--- src/rtl/mips_pkg.sv ---
// rtl/mips_pkg.sv - shared MIPS pipeline encodings and address map defaults
package mips_pkg;

  typedef enum logic [3:0] {
    BR_NONE = 4'd0,
    BR_BEQ  = 4'd1,
    BR_BNE  = 4'd2,
    BR_BGEZ = 4'd3,
    BR_BLTZ = 4'd4,
    BR_BLEZ = 4'd5,
    BR_BGTZ = 4'd6,
    BR_J    = 4'd7,
    BR_JAL  = 4'd8,
    BR_JR   = 4'd9,
    BR_JALR = 4'd10
  } br_op_e;

  typedef enum logic [1:0] {
    TSEL_BR = 2'd0,
    TSEL_J  = 2'd1,
    TSEL_JR = 2'd2
  } tsel_e;

  localparam logic [31:0] DEF_RESET_PC = 32'h0000_3000;
  localparam logic [31:0] DEF_EXC_VEC  = 32'h0000_4180;
  localparam logic [31:0] DEF_IM_LO    = 32'h0000_3000;
  localparam logic [31:0] DEF_IM_HI    = 32'h0000_6FFC;

endpackage

--- src/rtl/br_cond.sv ---
// rtl/br_cond.sv - branch condition decode and target-select for the ID stage
module br_cond
  import mips_pkg::*;
(
  input  logic [3:0] br_op,
  input  logic       cmp_eq,
  input  logic       cmp_gez,
  input  logic       cmp_ez,
  output logic       taken,
  output tsel_e      tsel
);

  always_comb begin
    taken = 1'b0;
    tsel  = TSEL_BR;
    case (br_op)
      BR_BEQ:  taken = cmp_eq;
      BR_BNE:  taken = !cmp_eq;
      BR_BGEZ: taken = cmp_gez;
      BR_BLTZ: taken = !cmp_gez;
      BR_BLEZ: taken = !cmp_gez || cmp_ez;
      BR_BGTZ: taken = cmp_gez && !cmp_ez;
      BR_J, BR_JAL: begin
        taken = 1'b1;
        tsel  = TSEL_J;
      end
      BR_JR, BR_JALR: begin
        taken = 1'b1;
        tsel  = TSEL_JR;
      end
      default: taken = 1'b0;
    endcase
  end

endmodule

--- src/rtl/npc_ctrl.sv ---
// rtl/npc_ctrl.sv - IF-stage PC register with ID-stage branch resolution and exception/eret arbitration
module npc_ctrl
  import mips_pkg::*;
#(
  parameter logic [31:0] RESET_PC = DEF_RESET_PC,
  parameter logic [31:0] EXC_VEC  = DEF_EXC_VEC,
  parameter logic [31:0] IM_LO    = DEF_IM_LO,
  parameter logic [31:0] IM_HI    = DEF_IM_HI
) (
  input  logic        clk,
  input  logic        reset,
  input  logic        stall,
  input  logic [3:0]  br_op,
  input  logic        cmp_eq,
  input  logic        cmp_gez,
  input  logic        cmp_ez,
  input  logic [31:0] pc_id,
  input  logic [15:0] imm16,
  input  logic [25:0] instr_index,
  input  logic [31:0] jr_target,
  input  logic        exc_req,
  input  logic        eret_req,
  input  logic [31:0] epc,
  output logic [31:0] pc_if,
  output logic [31:0] link_addr,
  output logic        taken,
  output logic        bd_if,
  output logic        fetch_adel
);

  logic [31:0] pc_q, pc_d;
  logic        bd_q, bd_d;
  logic        adel_q, adel_d;
  logic [31:0] pc_plus4_id;
  logic [31:0] target;
  tsel_e       tsel;

  br_cond u_br_cond (
    .br_op   (br_op),
    .cmp_eq  (cmp_eq),
    .cmp_gez (cmp_gez),
    .cmp_ez  (cmp_ez),
    .taken   (taken),
    .tsel    (tsel)
  );

  always_comb begin
    pc_plus4_id = pc_id + 32'd4;
    link_addr   = pc_id + 32'd8;
    case (tsel)
      TSEL_J:  target = {pc_plus4_id[31:28], instr_index, 2'b00};
      TSEL_JR: target = jr_target;
      default: target = pc_plus4_id + {{14{imm16[15]}}, imm16, 2'b00};
    endcase
  end

  // Priority: exception > eret > stall > redirect > sequential.
  always_comb begin
    pc_d = pc_q + 32'd4;
    bd_d = 1'b0;
    if (exc_req) begin
      pc_d = EXC_VEC;
    end else if (eret_req) begin
      pc_d = epc;
    end else if (stall) begin
      pc_d = pc_q;
      bd_d = bd_q;
    end else begin
      bd_d = (br_op != BR_NONE);
      if (taken) pc_d = target;
    end
    adel_d = (pc_d[1:0] != 2'b00) || (pc_d < IM_LO) || (pc_d > IM_HI);
  end

  always_ff @(posedge clk) begin
    if (reset) begin
      pc_q   <= RESET_PC;
      bd_q   <= 1'b0;
      adel_q <= 1'b0;
    end else begin
      pc_q   <= pc_d;
      bd_q   <= bd_d;
      adel_q <= adel_d;
    end
  end

  assign pc_if      = pc_q;
  assign bd_if      = bd_q;
  assign fetch_adel = adel_q;

endmodule
--- config.mk ---
export PLATFORM = sky130hd
export DESIGN_NAME = npc_ctrl
export DESIGN_NICKNAME = d
export VERILOG_FILES = /design/src/rtl/mips_pkg.sv /design/src/rtl/br_cond.sv /design/src/rtl/npc_ctrl.sv
export SDC_FILE = /design/constraint.sdc
export NUM_CORES = 1
export LEC_CHECK = 0
export ABC_AREA = 0
export ABC_CLOCK_PERIOD_IN_PS = 5400
export CAP_MARGIN = 20
export CORE_AREA = 4 4 103 179
export DETAILED_ROUTE_END_ITERATION = 8
export DIE_AREA = 0 0 107 183
export DONT_BUFFER_PORTS = 1
export PLACE_DENSITY = 0.52
export SKIP_CTS_REPAIR_TIMING = 1
export SLEW_MARGIN = 20
export SYNTH_ARGS = -nofsm -noshare
export SYNTH_HDL_FRONTEND = slang
export SYNTH_SLANG_ARGS = --single-unit
--- constraint.sdc ---
create_clock -name clk -period 5.4 [get_ports clk]
set_clock_uncertainty 0.1 [all_clocks]
set_input_delay 1.62 -clock clk [delete_from_list [all_inputs] [get_ports clk]]
set_output_delay 1.62 -clock clk [all_outputs]
set_load 0.01 [all_outputs]
==> summary.md <==
| Metric | Value |
|---|---|
| I/O pin total | 217 |
| Worst hold-check path type | flop to flop |
| Overflow left after global routing | 0 |
| Vias in the first global route | 6,877 |
| Psw | 0.000457 W |
| DR vias | 6,922 |
| Syn-to-layout area delta | 9.00% |
| GRT Overall Usage | 23.6% |
| Flop pwr share | 26.5% |
| Post-detailed-route wirelength per cell | 21.1 um |
| Die Y | 183 um |
| Most common cell after layout, fill and taps aside | nor2_1 |
| Hold slack final | 0.467 ns |
| Worst Setup Start Kind | input pin |
| Post-layout min period | 5.04 ns |
| Critical path type | input pin to flop |
| Register area | 681 um2 |
| Net count after synthesis | 1,111 |
| RePlAce Congestion | 0.963 |
| Worst-path clk slew | 0.06 ns |
| Largest net degree at the start of global routing | 48 |
| Ys async rst share | 0% |
| CORE AREA | 16,900 um2 |
| Slew headroom | 43.8% |
| # placed instances | 1,138 |
| Drt initial violations | 396 |
| Pint | 0.000663 W |
| Outcome | finished clean |
| Fin crit share | 93.4% |
| CP Capture Type | flop |
| VDD IR-drop max | 0.0000963 V |
| Non-Filler Instances | 1,145 |
| Average vias per placed instance | 6.05 |
| Syn Area/Cell | 6.74 um2 |
| Fin. Hold Viols | 0 |
| Slew of the pin with the lowest slew margin | 0.837 ns |
| CTS root buffer | clkbuf_16 |
| Ant. Diodes | 0 |
| Placement Rows | 63 |
| Critical path, cell by cell | ha_1 -> buf_4 -> nand4_1 -> xnor2_1 -> ha_1 -> a21o_1 -> or3_1 -> o211a_1 -> or4_1 -> a32oi_1 -> nand4_1 -> nor4_1 -> o2111ai_1 -> nor4_2 -> a31oi_1 |
| Final WL | 24.1 mm |
| Max FO, Critical Path | 6 |
| Slowest-stage cell, CP | or4_1 |
| Synthesis Warnings | 0 |
| Initial core utilization | 36.8% |
| Fmax | 198 MHz |
| Setup violators final | 0 |
| Number of remaining DRC errors | 0 |
| CP arrival | 5.10 ns |
| Cell Pwr Density | 165 nW/um2 |
| CTS tree | built |
| Mapped Area | 6220 um2 |
| Max clock buf depth | 2 |
| Port Buf Inserts | 0 |
| P_leak | 2.56 nW |
| Final ANT Viol Nets | 0 |
| Layout cell share with drive strength beyond 1 | 9.48% |
| CP delay by family, top | simple AND/OR/NAND/NOR gates |
| CP required | 5.45 ns |
| Cells after Synth | 922 |
| Commonest non-fill, non-tap cells in the layout | nor2_1 (98), nand2_1 (77), a21oi_1 (76) |
| Register area share after synthesis | 11.0% |
| Worst skew pair latency | 0.28 ns |
| First-pass GRT wire length | 37.0 mm |
| Number of antenna violations at the first check in global routing | 0 |
| Post-synth EDFFs | 0 |
| Gate power share | 48.6% |
| CTS Buf Count | 5 |
| Crit path largest cell delay | 0.48 ns |
| TNS Setup | 0 ns |
| First drt pass iteration count | 5 |
| Htree depth | 2 |
| Total Power | 0.00112 W |
| Synth cell types | 81 |
| Die width | 107 um |
| Synth Register Bits | 34 |
| Post-layout nets | 1,107 |
| RSZ-0062 raised after global routing | no |
| Net Sw Frac | 40.8% |
| Clock power share | 24.9% |
| Multi-input logic area | 5140 um2 |
| FILL cells | 1,898 |
| Max-slew violation count | 0 |
| Die area | 19,600 um2 |
| CTS sink cnt | 34 |
| Post-DP HPWL | 19.8 mm |
| Ys flop type | dfxtp_1 |
| Max_cap viols | 0 |
| WP buf/inv | 1 |
[routing by layer]
metal  global-route usage (%)  part of all wire, %
met1                     27.4                   39
met2                     44.2                   53
met3                     2.71                  5.2
met4                     8.09                  2.8
met5                        0                    0
[area by class of cell]
type	instances	share of cell area, %
Multi-Input combinational cell	792	75.9
Clock buffer	7	1.96
Timing Repair Buffer	57	6.32
Sequential cell	34	10.0
Inverter	28	1.55
Tap cell	227	4.19
[through the flow]
| step | instance area (um2) | utilization, % | worst slack [ns] |
|---|---|---|---|
| 3_5_place_dp | 6640 | 39.4 | 0.0465 |
| 5_1_grt | 6780 | 40.2 | 0.0105 |
| 6_report | 6780 | 40.2 | 0.357 |
| 2_1_floorplan | 6230 | - | 0.0351 |
| 3_3_place_gp | 6640 | 39.4 | 0.0920 |
| 4_1_cts | 6780 | 40.2 | 0.341 |
[state kept, by name, summed over array words and instances (netlist names)]
register	cells
pc_if	32
bd_if	1
fetch_adel	1
[synth_stat cells, types with 7 or more instances]
cell	count	share of area (%)
xnor2_1	46	6.5
a221o_1	10	1.6
nand2_1	77	4.6
a211oi_1	18	2.2
and4_1	7	0.99
inv_1	27	1.6
mux2i_1	8	1.3
o21ai_1	8	0.64
ha_1	38	7.6
a21o_1	17	2.1
a221oi_1	8	1.1
clkbuf_1	45	2.7
buf_2	10	0.81
nor2b_1	15	1.5
and3_1	16	1.6
a22oi_1	25	3.0
xor2_1	18	2.5
dfxtp_1	34	11
o22ai_1	7	0.70
o21ai_0	29	2.3
nor4_1	21	2.1
a21oi_1	76	6.1
nand4_1	30	3.0
a31oi_1	18	1.8
nor3_1	40	3.2
nor2_1	98	5.9
nand3_1	43	3.5
nand2b_1	10	1.0
o21a_1	7	0.85
[logic make-up after synthesis]
logic type / count (synthesis) / synth area share, %
buffers and inverters: 96 / 6.54
DFF: 34 / 11.0
and+or+nand+nor: 397 / 32.5
muxes: 10 / 1.65
adders and majority gates: 39 / 7.97
AOI/OAI and AO/OA: 282 / 31.4
xor gates and xnor gates: 64 / 9.02
[power by group through the flow]
stage          Sequential (W)  Clock (W)  Combinational [W]
2_1_floorplan        0.000292          0           0.000419
3_3_place_gp         0.000303          0           0.000540
3_5_place_dp         0.000303          0           0.000540
4_1_cts              0.000297   0.000284           0.000543
5_1_grt              0.000300   0.000290           0.000604
6_report             0.000297   0.000278           0.000545
[worst register-to-register path, delay by kind of cell, from the launching register on]
| kind | cells | cell delay, ns |
|---|---|---|
| fa+ha+maj | 1 | 0.29 |
| simple gates | 5 | 1.40 |
| flops | 1 | 0.50 |
| compound gates | 5 | 1.03 |
[path summary, 6_finish.rpt]
| kind | from | endpoint | cells past startpoint | slack (ns) |
|---|---|---|---|---|
| max | pc_id[3] | fetch_adel$_SDFF_PP0_ | 15 | 0.36 |
| min | bd_if$_SDFFE_PP0N_ | bd_if$_SDFFE_PP0N_ | 2 | 0.47 |
| max reg2reg | pc_if[2]$_SDFF_PP0_ | fetch_adel$_SDFF_PP0_ | 11 | 1.94 |
| min reg2reg | bd_if$_SDFFE_PP0N_ | bd_if$_SDFFE_PP0N_ | 2 | 0.47 |
Power figures use the tool's default switching activity.
